$ cat config.mk
export PLATFORM = sky130hd
export DESIGN_NAME = aes_spi_master
export DESIGN_NICKNAME = d
export VERILOG_FILES = /design/src/rtl/aes_spi_master.sv
export SDC_FILE = /design/constraint.sdc
export NUM_CORES = 1
export LEC_CHECK = 0
export ABC_AREA = 1
export CAP_MARGIN = 5
export CELL_PAD_IN_SITES_DETAIL_PLACEMENT = 0
export CELL_PAD_IN_SITES_GLOBAL_PLACEMENT = 1
export CORE_MARGIN = 10
export CORE_UTILIZATION = 45
export DETAILED_ROUTE_END_ITERATION = 7
export MAX_ROUTING_LAYER = met4
export PLACE_DENSITY_LB_ADDON = 0.1
export SYNTH_ARGS = -nofsm -noshare
export SYNTH_HDL_FRONTEND = slang
export SYNTH_SLANG_ARGS = --single-unit
$ cat constraint.sdc
create_clock -name clk -period 42.6 [get_ports clk]
set_clock_uncertainty 0.1 [all_clocks]
set_input_delay 6.39 -clock clk [delete_from_list [all_inputs] [get_ports clk]]
set_output_delay 6.39 -clock clk [all_outputs]
set_load 0.02 [all_outputs]
$ cat src/rtl/aes_spi_master.sv
// -----------------------------------------------------------------------------
// aes_spi_master
//
// Host-side SPI master for the AES decryption slave. A parallel start/done
// request carries a key, its size code and one 128-bit ciphertext block. The
// master sends two 258-bit frames ({key_size, key} and the zero-padded
// ciphertext). Between frames it keeps sclk running with cs low, so the slave,
// which is clocked only by sclk, can finish key expansion and the inverse
// cipher. A third, all-zero frame clocks the plaintext back in.
//
// Ports
//   clk, rst_n     system clock, asynchronous active-low reset
//   start          one-cycle request, only looked at while idle
//   key_size[1:0]  00=AES-128, 01=AES-192, 10=AES-256, 11=illegal (err)
//   key[255:0]     key, left-justified
//   ciphertext     128-bit block to decrypt
//   busy           high from the cycle after an accepted start until done
//   done           one-cycle completion pulse; plaintext/err valid
//   err            illegal key_size flag, held until the next accepted start
//   plaintext      received block, held until the next done
//   cs, sclk, sdi  SPI outputs (cs active high, sclk idle low, MSB first)
//   sdo            SPI data from the slave, sampled on sclk rising edges
// -----------------------------------------------------------------------------
module aes_spi_master #(
   parameter int CLK_DIV  = 4,    // clk cycles per sclk half-period (>= 1)
   parameter int FRAME_W  = 258,  // bits per SPI frame (>= 258)
   parameter int GAP_SCLK = 64    // sclk periods between frames
) (
   input  logic         clk,
   input  logic         rst_n,
   input  logic         start,
   input  logic [1:0]   key_size,
   input  logic [255:0] key,
   input  logic [127:0] ciphertext,
   output logic         busy,
   output logic         done,
   output logic         err,
   output logic [127:0] plaintext,
   output logic         cs,
   output logic         sclk,
   output logic         sdi,
   input  logic         sdo
);

   localparam int DIV_CW = (CLK_DIV > 1) ? $clog2(CLK_DIV) : 1;
   localparam int BIT_CW = ($clog2(FRAME_W) > 9) ? $clog2(FRAME_W) : 9;
   localparam int GAP_CW = ($clog2(GAP_SCLK + 1) > 8) ? $clog2(GAP_SCLK + 1) : 8;

   localparam logic [DIV_CW-1:0] DIV_LAST = DIV_CW'(CLK_DIV - 1);
   localparam logic [BIT_CW-1:0] BIT_LAST = BIT_CW'(FRAME_W - 1);
   localparam logic [GAP_CW-1:0] GAP_LAST = GAP_CW'(GAP_SCLK - 1);

   typedef enum logic [2:0] {
      S_IDLE,
      S_LOAD,
      S_SHIFT,
      S_GAP,
      S_FIN
   } state_t;

   // control state
   state_t              r_state;
   logic [1:0]          r_frame;
   logic [DIV_CW-1:0]   r_div;
   logic [BIT_CW-1:0]   r_bit_cnt;
   logic [GAP_CW-1:0]   r_gap_cnt;
   logic                r_last;     // final sclk fall of the frame has happened
   logic                r_busy;
   logic                r_done;
   logic                r_err;
   logic [127:0]        r_pt;
   logic                r_cs;
   logic                r_sclk;
   logic                r_sdi;

   // datapath (no reset needed: always written before being used)
   logic [1:0]          r_key_size;
   logic [255:0]        r_key;
   logic [127:0]        r_ct;
   logic [FRAME_W-1:0]  r_sr;
   logic [FRAME_W-1:0]  r_rx;

   logic                w_div_wrap;
   logic                w_in_shift;
   logic                w_sclk_rise;
   logic                w_shift_adv;
   logic                w_accept;
   logic [FRAME_W-1:0]  w_load;

   assign w_div_wrap  = (r_div == DIV_LAST);
   assign w_in_shift  = (r_state == S_SHIFT);
   // Rising sclk edge inside a frame: this is where sdo is captured.
   assign w_sclk_rise = w_in_shift && w_div_wrap && !r_sclk && !r_last;
   // Falling sclk edge that still has a bit to present: sdi moves only here,
   // a full half-period ahead of the next rise.
   assign w_shift_adv = w_in_shift && w_div_wrap && r_sclk && (r_bit_cnt != BIT_LAST);
   assign w_accept    = (r_state == S_IDLE) && start && (key_size != 2'b11);

   // Frame contents, selected by frame index; frame 2 only clocks data back.
   always_comb begin
      w_load = '0;
      case (r_frame)
         2'd0:    w_load = FRAME_W'({r_key_size, r_key}) << (FRAME_W - 258);
         2'd1:    w_load = FRAME_W'(r_ct);
         default: w_load = '0;
      endcase
   end

   always_ff @(posedge clk) begin
      if (w_accept) begin
         r_key_size <= key_size;
         r_key      <= key;
         r_ct       <= ciphertext;
      end
      if (r_state == S_LOAD) begin
         r_sr <= w_load;
      end else if (w_shift_adv) begin
         r_sr <= {r_sr[FRAME_W-2:0], 1'b0};
      end
      if (w_sclk_rise) begin
         r_rx <= {r_rx[FRAME_W-2:0], sdo};
      end
   end

   always_ff @(posedge clk or negedge rst_n) begin
      if (!rst_n) begin
         r_state   <= S_IDLE;
         r_frame   <= '0;
         r_div     <= '0;
         r_bit_cnt <= '0;
         r_gap_cnt <= '0;
         r_last    <= 1'b0;
         r_busy    <= 1'b0;
         r_done    <= 1'b0;
         r_err     <= 1'b0;
         r_pt      <= '0;
         r_cs      <= 1'b0;
         r_sclk    <= 1'b0;
         r_sdi     <= 1'b0;
      end else begin
         r_done <= 1'b0;
         case (r_state)
            S_IDLE: begin
               if (start) begin
                  r_busy <= 1'b1;
                  if (key_size == 2'b11) begin
                     // Illegal size: skip the SPI traffic, report through FIN.
                     r_err   <= 1'b1;
                     r_state <= S_FIN;
                  end else begin
                     r_err   <= 1'b0;
                     r_frame <= 2'd0;
                     r_state <= S_LOAD;
                  end
               end
            end

            S_LOAD: begin
               r_sdi     <= w_load[FRAME_W-1];
               r_cs      <= 1'b1;
               r_div     <= '0;
               r_bit_cnt <= '0;
               r_last    <= 1'b0;
               r_state   <= S_SHIFT;
            end

            S_SHIFT: begin
               r_div <= w_div_wrap ? '0 : r_div + DIV_CW'(1);
               if (w_div_wrap) begin
                  if (r_sclk) begin
                     r_sclk <= 1'b0;
                     if (r_bit_cnt == BIT_LAST) begin
                        r_last <= 1'b1;
                        r_sdi  <= 1'b0;
                     end else begin
                        r_bit_cnt <= r_bit_cnt + BIT_CW'(1);
                        r_sdi     <= r_sr[FRAME_W-2];
                     end
                  end else if (r_last) begin
                     // One half-period after the final fall: close the frame.
                     r_cs      <= 1'b0;
                     r_last    <= 1'b0;
                     r_bit_cnt <= '0;
                     r_state   <= (r_frame == 2'd2) ? S_FIN : S_GAP;
                  end else begin
                     r_sclk <= 1'b1;
                  end
               end
            end

            S_GAP: begin
               r_sdi <= 1'b0;
               r_div <= w_div_wrap ? '0 : r_div + DIV_CW'(1);
               if (w_div_wrap) begin
                  if (r_sclk) begin
                     r_sclk <= 1'b0;
                     // A gap period is counted on its falling edge.
                     if (r_gap_cnt == GAP_LAST) begin
                        r_gap_cnt <= '0;
                        r_frame   <= r_frame + 2'd1;
                        r_state   <= S_LOAD;
                     end else begin
                        r_gap_cnt <= r_gap_cnt + GAP_CW'(1);
                     end
                  end else begin
                     r_sclk <= 1'b1;
                  end
               end
            end

            S_FIN: begin
               // The first 128 bits received in frame 2 sit at the top.
               if (!r_err) begin
                  r_pt <= r_rx[FRAME_W-1 -: 128];
               end
               r_done  <= 1'b1;
               r_busy  <= 1'b0;
               r_state <= S_IDLE;
            end

            default: r_state <= S_IDLE;
         endcase
      end
   end

   assign busy      = r_busy;
   assign done      = r_done;
   assign err       = r_err;
   assign plaintext = r_pt;
   assign cs        = r_cs;
   assign sclk      = r_sclk;
   assign sdi       = r_sdi;

endmodule

# --- After elaboration in Yosys (flattened, before gate mapping) ---
# Cells that the tools add are included.
word_totals:
  register_bits: 1060
  inputBits: 390
  out_inout_bits: 134
  elab_cells: 126
op_classes:
  add_sub_neg: 4
  eq_ne: 24
  muxes: 49
  bitwise: 1
  n_reduce_logical: 30
ops:
  columns: ["cell", "n"]
  rows:
  - ["258-bit one-hot mux with 2 select lines", 1]
  - ["257-bit two-way mux", 2]
  - ["9-bit two-way mux", 4]
  - ["3-bit two-way mux", 9]
  - ["2-bit inequality test, second input constant", 10]
  - ["9-bit one-hot mux with 2 select lines", 1]
  - ["1-bit two-way mux", 17]
  - ["2-bit two-way mux", 6]
  - ["3-bit one-hot mux with 4 select lines", 1]
  - ["3-bit AND reduction", 4]
  - ["2-bit nonzero test", 6]
  - ["9-bit by 1-bit adder with 9-bit output, second input constant", 1]
  - ["9-bit equality test, second input constant", 1]
  - ["9-bit inequality test, second input constant", 1]
  - ["8-bit by 1-bit adder with 8-bit output, second input constant", 1]
  - ["8-bit by 6-bit equality test with 1-bit output, second input constant", 1]
  - ["8-bit two-way mux", 1]
  - ["1-bit one-hot mux with 2 select lines", 4]
  - ["2-bit one-hot mux with 2 select lines", 2]
  - ["4-bit AND reduction", 2]
  - ["1-bit logical AND", 7]
  - ["7-bit AND reduction", 1]
  - ["2-bit equality test, second input constant", 3]
  - ["3-bit by 2-bit equality test with 1-bit output, second input constant", 2]
  - ["15 further kinds", 20]

# --- Logic depth before layout (Yosys ltp) ---
# Gate-level depths: netlist of the first run.
depth:
  ltp_word: 6
  ltp_mapped: 10
  mapped_depth_nobuf: 10

# --- Worst setup path before layout of the first run ---
# No wires, ideal clock.
synth_timing:
  kind: "input to register"
  startpoint: "in start"
  endpoint: "reg r_ct[0], enable pin"
  setup_time_ns: 1.142
  arrival_ns: 22.471
  required_time_ns: 41.358
  setup_slack_ns: 18.887
  cell_stages: 2
  n_path_buf: 0
  cell_sequence: "nand2_1 nor2_1"
synth_via:
  elab_chain_cells: 2
synth_rtl:
  columns: ["item", "line_no", "source"]
  rows:
  - ["from (decl)", "31", "input logic start,"]
  - ["1-bit logical AND (2 in series)", "97", "assign w_accept = (r_state == S_IDLE) && start && (key_size != 2'b11);"]
  - ["via w_accept", "87", "logic w_accept;"]
  - ["to (signal assigned)", "113", "r_ct <= ciphertext;"]
  - ["to (decl)", "79", "logic [127:0] r_ct;"]
# The timed path passes the listed nets, and every way through them passes these cells.
# A chain may end at the register's enable or synchronous reset.

# --- Worst setup path in the final report of the first run ---
layout_timing:
  startpoint: "in start"
  endpoint: "reg r_ct[120], enable pin"
# Same word-level chain as after synthesis.

==> qor.yml, run 1 <==
status: "complete, no violations"
rr_startpoint: "r_frame[0]"
yosys_warnings: 0
dpl.hpwl_um: 55200
dr.pass1.iters: 5
die_h_um: 313
slowest_delay_ns: 0.89
ctsHoldBuffers: 0
cts.sinks: 1060
start_util_pct: 45.4
syn2layout_area_growth_pct: 25.4
worstHoldEndpoint: "r_rx[47]"
ff2ff_setup_slack_ns: 38.29
power_uw: 3370
clock_latency_ns: 0.66
hold_path.class: "reg -> reg"
ant_nets: 0
synthesis.instances: 2451
grt-ovfl-total: 0
netlist-cell-type-count: 34
fin_crit_ns: 8.81
io_buffers: 523
clkTransAtPathRegs_ns: 0.06
routed_wl_um: 84200
hold_depth: 0
worst_pin_slew_ns: 1.10
gp_congestion: 0.793
core-area_um2: 85100
grt_pass1_wl_um: 129000
path_class: "in -> reg"
finalSetupTns_ns: 0
netlist_area_um2: 38600
ir_worst_vdd_mv: 0.0395
root_buffer: "clkbuf_16"
worst-path-max-fanout: 196
nets: 3386
track_usage_pct: 17.3
synthTopCellsByCount: "edfxtp_1, nand2_1, nor2_1, dfrtp_1, o21ai_0"
worstSetupStartpointType: "primary input"
yosys.area.top_type: "edfxtp_1"
cts_tree: "done"
antenna_found_initial: 15
crit_chain: "clkdlybuf4s50_1 -> nand2_1 -> nor2_4 -> buf_12 -> buf_4"
drc: 0
min_from: "r_rx[46]"
max_freq_ghz: 0.114
p_per_area_nw_per_um2: 69.6
drt_iter0_markers: 1729
postLayoutCoreUtil_pct: 56.9
synth_edf_count: 901
wl_met2_um: 39400
worstReg2RegEnd: "r_sr[219]"
grt_pass1_vias: 21700
die_w_um: 313
h-tree-depth: 3
synth_top_area_share_pct: 70.0
rows: 107
drive_gt1_share_pct: 10.9
slew_headroom_pct: 26.9
post_cts_resized: 0
vias_per_cell: 4.96
final_max_slew_viol_count: 0
syn_avg_cell_area_um2: 15.8
fin_ws_ns: 33.79
synth-seq-cells: 1060
pin_count: 524
synth.area.top_cells: "edfxtp_1, dfrtp_1, nand2_1"
wl_met3_um: 5530
setup_viol: 0
syn-num-nets: 2848
fin_crit_sh_pct: 20.7
synth_async_sr_flop_share_pct: 15.0
r2r.worst_path.cells: 6
rsz0062_at_grt: "false"
wirelength_met1_um: 38000
power_leakage_uw: 0.0172
cts_setup_buffers: 0
yosys_most_used_dff: "edfxtp_1"
vias: 21000
clockBufferDepth: 3
cap_viol_max_count: 0
critical_path_required_ns: 42.77
routed.top_layer: "met4"
ys_seq_area_share_pct: 80.3
grt_max_degree: 197
place_ws_ns: 33.07
cts_buffers: 109
cp.arrival_ns: 8.98
drt-wirelength-per-cell_um: 19.9
finalHoldViolations: 0
dieArea_um2: 98000
critPathCaptureType: "register"
yosysMostFrequentCell: "edfxtp_1"
slowest_stage: "buf_4"
registers in the layout (all words and copies together), names as in the netlist, 3 cells and up:
name       cells
r_key        256
plaintext    128
r_state        3
r_sr         257
r_ct         128
r_rx         258
r_bit_cnt      9
r_gap_cnt      8
metrics by stage:
step | cells | area [um^2] | hold slack, ns
final | 4236 | 48500 | 0.318
after global routing | 4236 | 48500 | 0.323
after CTS | 4224 | 48400 | 0.320
after detailed placement | 4022 | 44800 | 0.305
after global placement | 4022 | 44800 | 0.306
after floorplan | 2451 | 38600 | 0.300
how the worst max path moves through the flow:
stage / from / end / slack (ns) / depth (start not counted)
2_1_floorplan: start / r_ct[0] / 18.89 / 2
3_3_place_gp: key_size[0] / r_ct[53] / 33.13 / 6
3_5_place_dp: key_size[0] / r_ct[53] / 33.07 / 6
4_1_cts: key_size[0] / r_ct[118] / 33.78 / 6
5_1_grt: key_size[0] / r_key[120] / 33.60 / 6
6_report: start / r_ct[120] / 33.79 / 5
placed cells by master (no fill, tap or decap), drive strengths merged, types with 20 or more instances in the layout:
cell type	n
edfxtp	901
nand2	617
clkdlybuf4s50	522
nor2	165
dfrtp	159
o21ai	140
clkbuf	131
mux2	128
a31oi	127
clkinv	55
inv	39
nand3	31
buf	20
routing by layer:
| metal | GRT usage (%) | vias to the layer above |
|---|---|---|
| met5 | - | - |
| met4 | 4.96 | 0 |
| met3 | 4.07 | 102 |
| met2 | 26.1 | 631 |
| met1 | 23.2 | 10300 |
| li1 | - | 9956 |
layout make-up:
cell class	instances	area (um^2)
fill	6822	36700
inverter	37	144
clock buffer	131	2970
multi-input combinational	1239	6820
clock inverter	71	619
sequential	1060	31000
tap	1144	1430
antenna	12	30.0
timing repair buffer	542	5400
report_power, final:
group	switching (uW)	total, uW	internal, uW
clock	389	938	550
combinational	519	861	342
sequential	95.6	1570	1480
kinds of logic after synthesis:
kind of cell	count (synthesis)	share of synthesized area (%)
multiplexers	128	4.90
adder cells (fa/ha/maj)	7	0.227
AO/OA/AOI/OAI	278	4.05
flip-flops	1060	80.3
AND/OR/NAND/NOR	824	8.27
buffers and inverters	152	2.18
XOR/XNOR	2	0.0454
worst max-delay path: cells and delay by family:
kind	cells	cell delay, ns
and+or+nand+nor	2	0.28
buffers and inverters	3	2.07
(Power assumes the default switching activity.)
==> run 2: changes to the inputs <==
==> constraint.sdc (replaced) <==
create_clock -name clk -period 8.45 [get_ports clk]
set_clock_uncertainty 0.1 [all_clocks]
set_input_delay 1.2675 -clock clk [delete_from_list [all_inputs] [get_ports clk]]
set_output_delay 1.2675 -clock clk [all_outputs]
set_load 0.02 [all_outputs]
==> run 2 against run 1 <==
  * Sequential share of layout area about the same
  * Sequential power rose to 5.1 times the previous value
  * Flip-flop and latch count did not move
==> qor.yml, run 2 (same netlist as run 1, synthesis figures left out) <==
cts_buffers: 107
grt_pass1_vias: 21400
cap_viol_max_count: 0
drc: 0
max_freq_ghz: 0.266
ir_worst_vdd_mv: 0.247
seq_power_share_pct: 46.6
netSwitchingPower_uw: 5040
h-tree-depth: 3
drt_iter0_markers: 1583
hold_path.class: "reg -> reg"
gp_congestion: 0.791
drive_gt1_share_pct: 10.6
dieArea_um2: 98000
switching_share_pct: 29.5
grt_pass1_wl_um: 128000
intPower_uw: 12100
fin_crit_ns: 3.76
die_w_um: 313
pwr-share-clk_pct: 28.1
clkTransAtPathRegs_ns: 0.06
largest-register: "r_rx"
final_cell_mix: "edfxtp_1, nand2_1, clkdlybuf4s50_1, nor2_1, dfrtp_1"
fin_crit_sh_pct: 44.5
syn2layout_area_growth_pct: 25.5
critical_path_required_ns: 8.70
setup_viol: 0
core-area_um2: 85100
largest_reg_flops: 258
worst_pin_slew_ns: 1.25
p_per_area_nw_per_um2: 353
ant_nets: 0
finalInstanceArea_um2: 48500
vias_per_cell: 4.98
drt-wirelength-per-cell_um: 19.9
pin_count: 524
root_buffer: "clkbuf_16"
dpl.hpwl_um: 54900
slew_headroom_pct: 16.7
final_max_slew_viol_count: 0
cp.arrival_ns: 4.01
fillerInstances: 6835
status: "complete, no violations"
start_util_pct: 45.4
worstSetupStartpointType: "register"
die_h_um: 313
antenna_found_initial: 9
nets: 3381
path_class: "reg -> reg"
rows: 107
clock_latency_ns: 0.66
worst-path-max-fanout: 140
layout_commonest_cell: "edfxtp_1"
cts_tree: "done"
track_usage_pct: 17.1
cts.sinks: 1060
combPwrFrac_pct: 25.3
grt_max_degree: 177
vias: 21000
power_leakage_uw: 0.0172
io_buffers: 523
hold_ws_ns: 0.308
cts_setup_buffers: 0
rsz0062_at_grt: "false"
finalSetupTns_ns: 0
finalHoldViolations: 0
post_cts_resized: 0
clockBufferDepth: 3
top_regs: "r_rx: 258 flops, r_sr: 257 flops, r_key: 256 flops"
dr.pass1.iters: 5
ctsHoldBuffers: 0
grt-ovfl-total: 0
critPathCaptureType: "register"
routed_wl_um: 83800
placed_area_um2: 44800
## run 2: layer usage
layer	routed length [um]	vias to the layer above	GRT usage, %	share of wire (%)
met5	0	-	-	0
met4	1780	0	5.25	2.1
met3	5440	109	3.76	6.5
met2	38600	607	25.7	46
met1	38000	10400	23.3	45
li1	-	9924	-	-
## run 2: path summary, 6_finish.rpt
kind	from	to	slack, ns	depth (start not counted)
worst max-delay path	r_state[1]	r_sr[97]	4.69	5
worst min-delay path	r_rx[4]	r_rx[5]	0.31	0
worst max register to register	r_state[1]	r_sr[97]	4.69	5
worst min register to register	r_rx[4]	r_rx[5]	0.31	0
max in group asynchronous	rst_n	plaintext[48]	6.21	2
min in group asynchronous	rst_n	plaintext[120]	0.59	1
## run 2: critical path, stage by stage (launching register included)
cell and delay (ns):
dfrtp_1 0.42, inv_1 0.21, nand3_4 0.59, inv_8 0.81
buf_4 0.92, a31oi_1 0.19
## run 2: layout make-up
| cell class | instances | area, um^2 | area share, % |
|---|---|---|---|
| clock inverter | 48 | 569 | 1.17 |
| sequential | 1060 | 31000 | 64.0 |
| timing repair buffer | 539 | 5410 | 11.2 |
| clock buffer | 147 | 3030 | 6.26 |
| multi-input combinational | 1239 | 6820 | 14.1 |
| antenna | 8 | 20.0 | 0.0413 |
| inverter | 37 | 146 | 0.302 |
| tap | 1144 | 1430 | 2.95 |
## run 2: power groups by stage
stage / combinational [uW] / sequential, uW / clock, uW
after floorplan: 2480 / 8500 / 0
after global placement: 4350 / 8040 / 0
after detailed placement: 4450 / 8060 / 0
after CTS: 4440 / 7970 / 4930
after global routing: 4830 / 8090 / 5150
final: 4330 / 7960 / 4800
## run 2: stage by stage
| step | util [%] | setup slack [ns] | instances | total power [uW] |
|---|---|---|---|---|
| after floorplan | - | 0.391 | 2451 | 11000 |
| after global placement | 52.7 | 4.50 | 4019 | 12400 |
| after detailed placement | 52.7 | 4.44 | 4019 | 12500 |
| after CTS | 56.9 | 4.66 | 4214 | 17400 |
| after global routing | 56.9 | 4.32 | 4220 | 18100 |
| final | 56.9 | 4.69 | 4222 | 17100 |
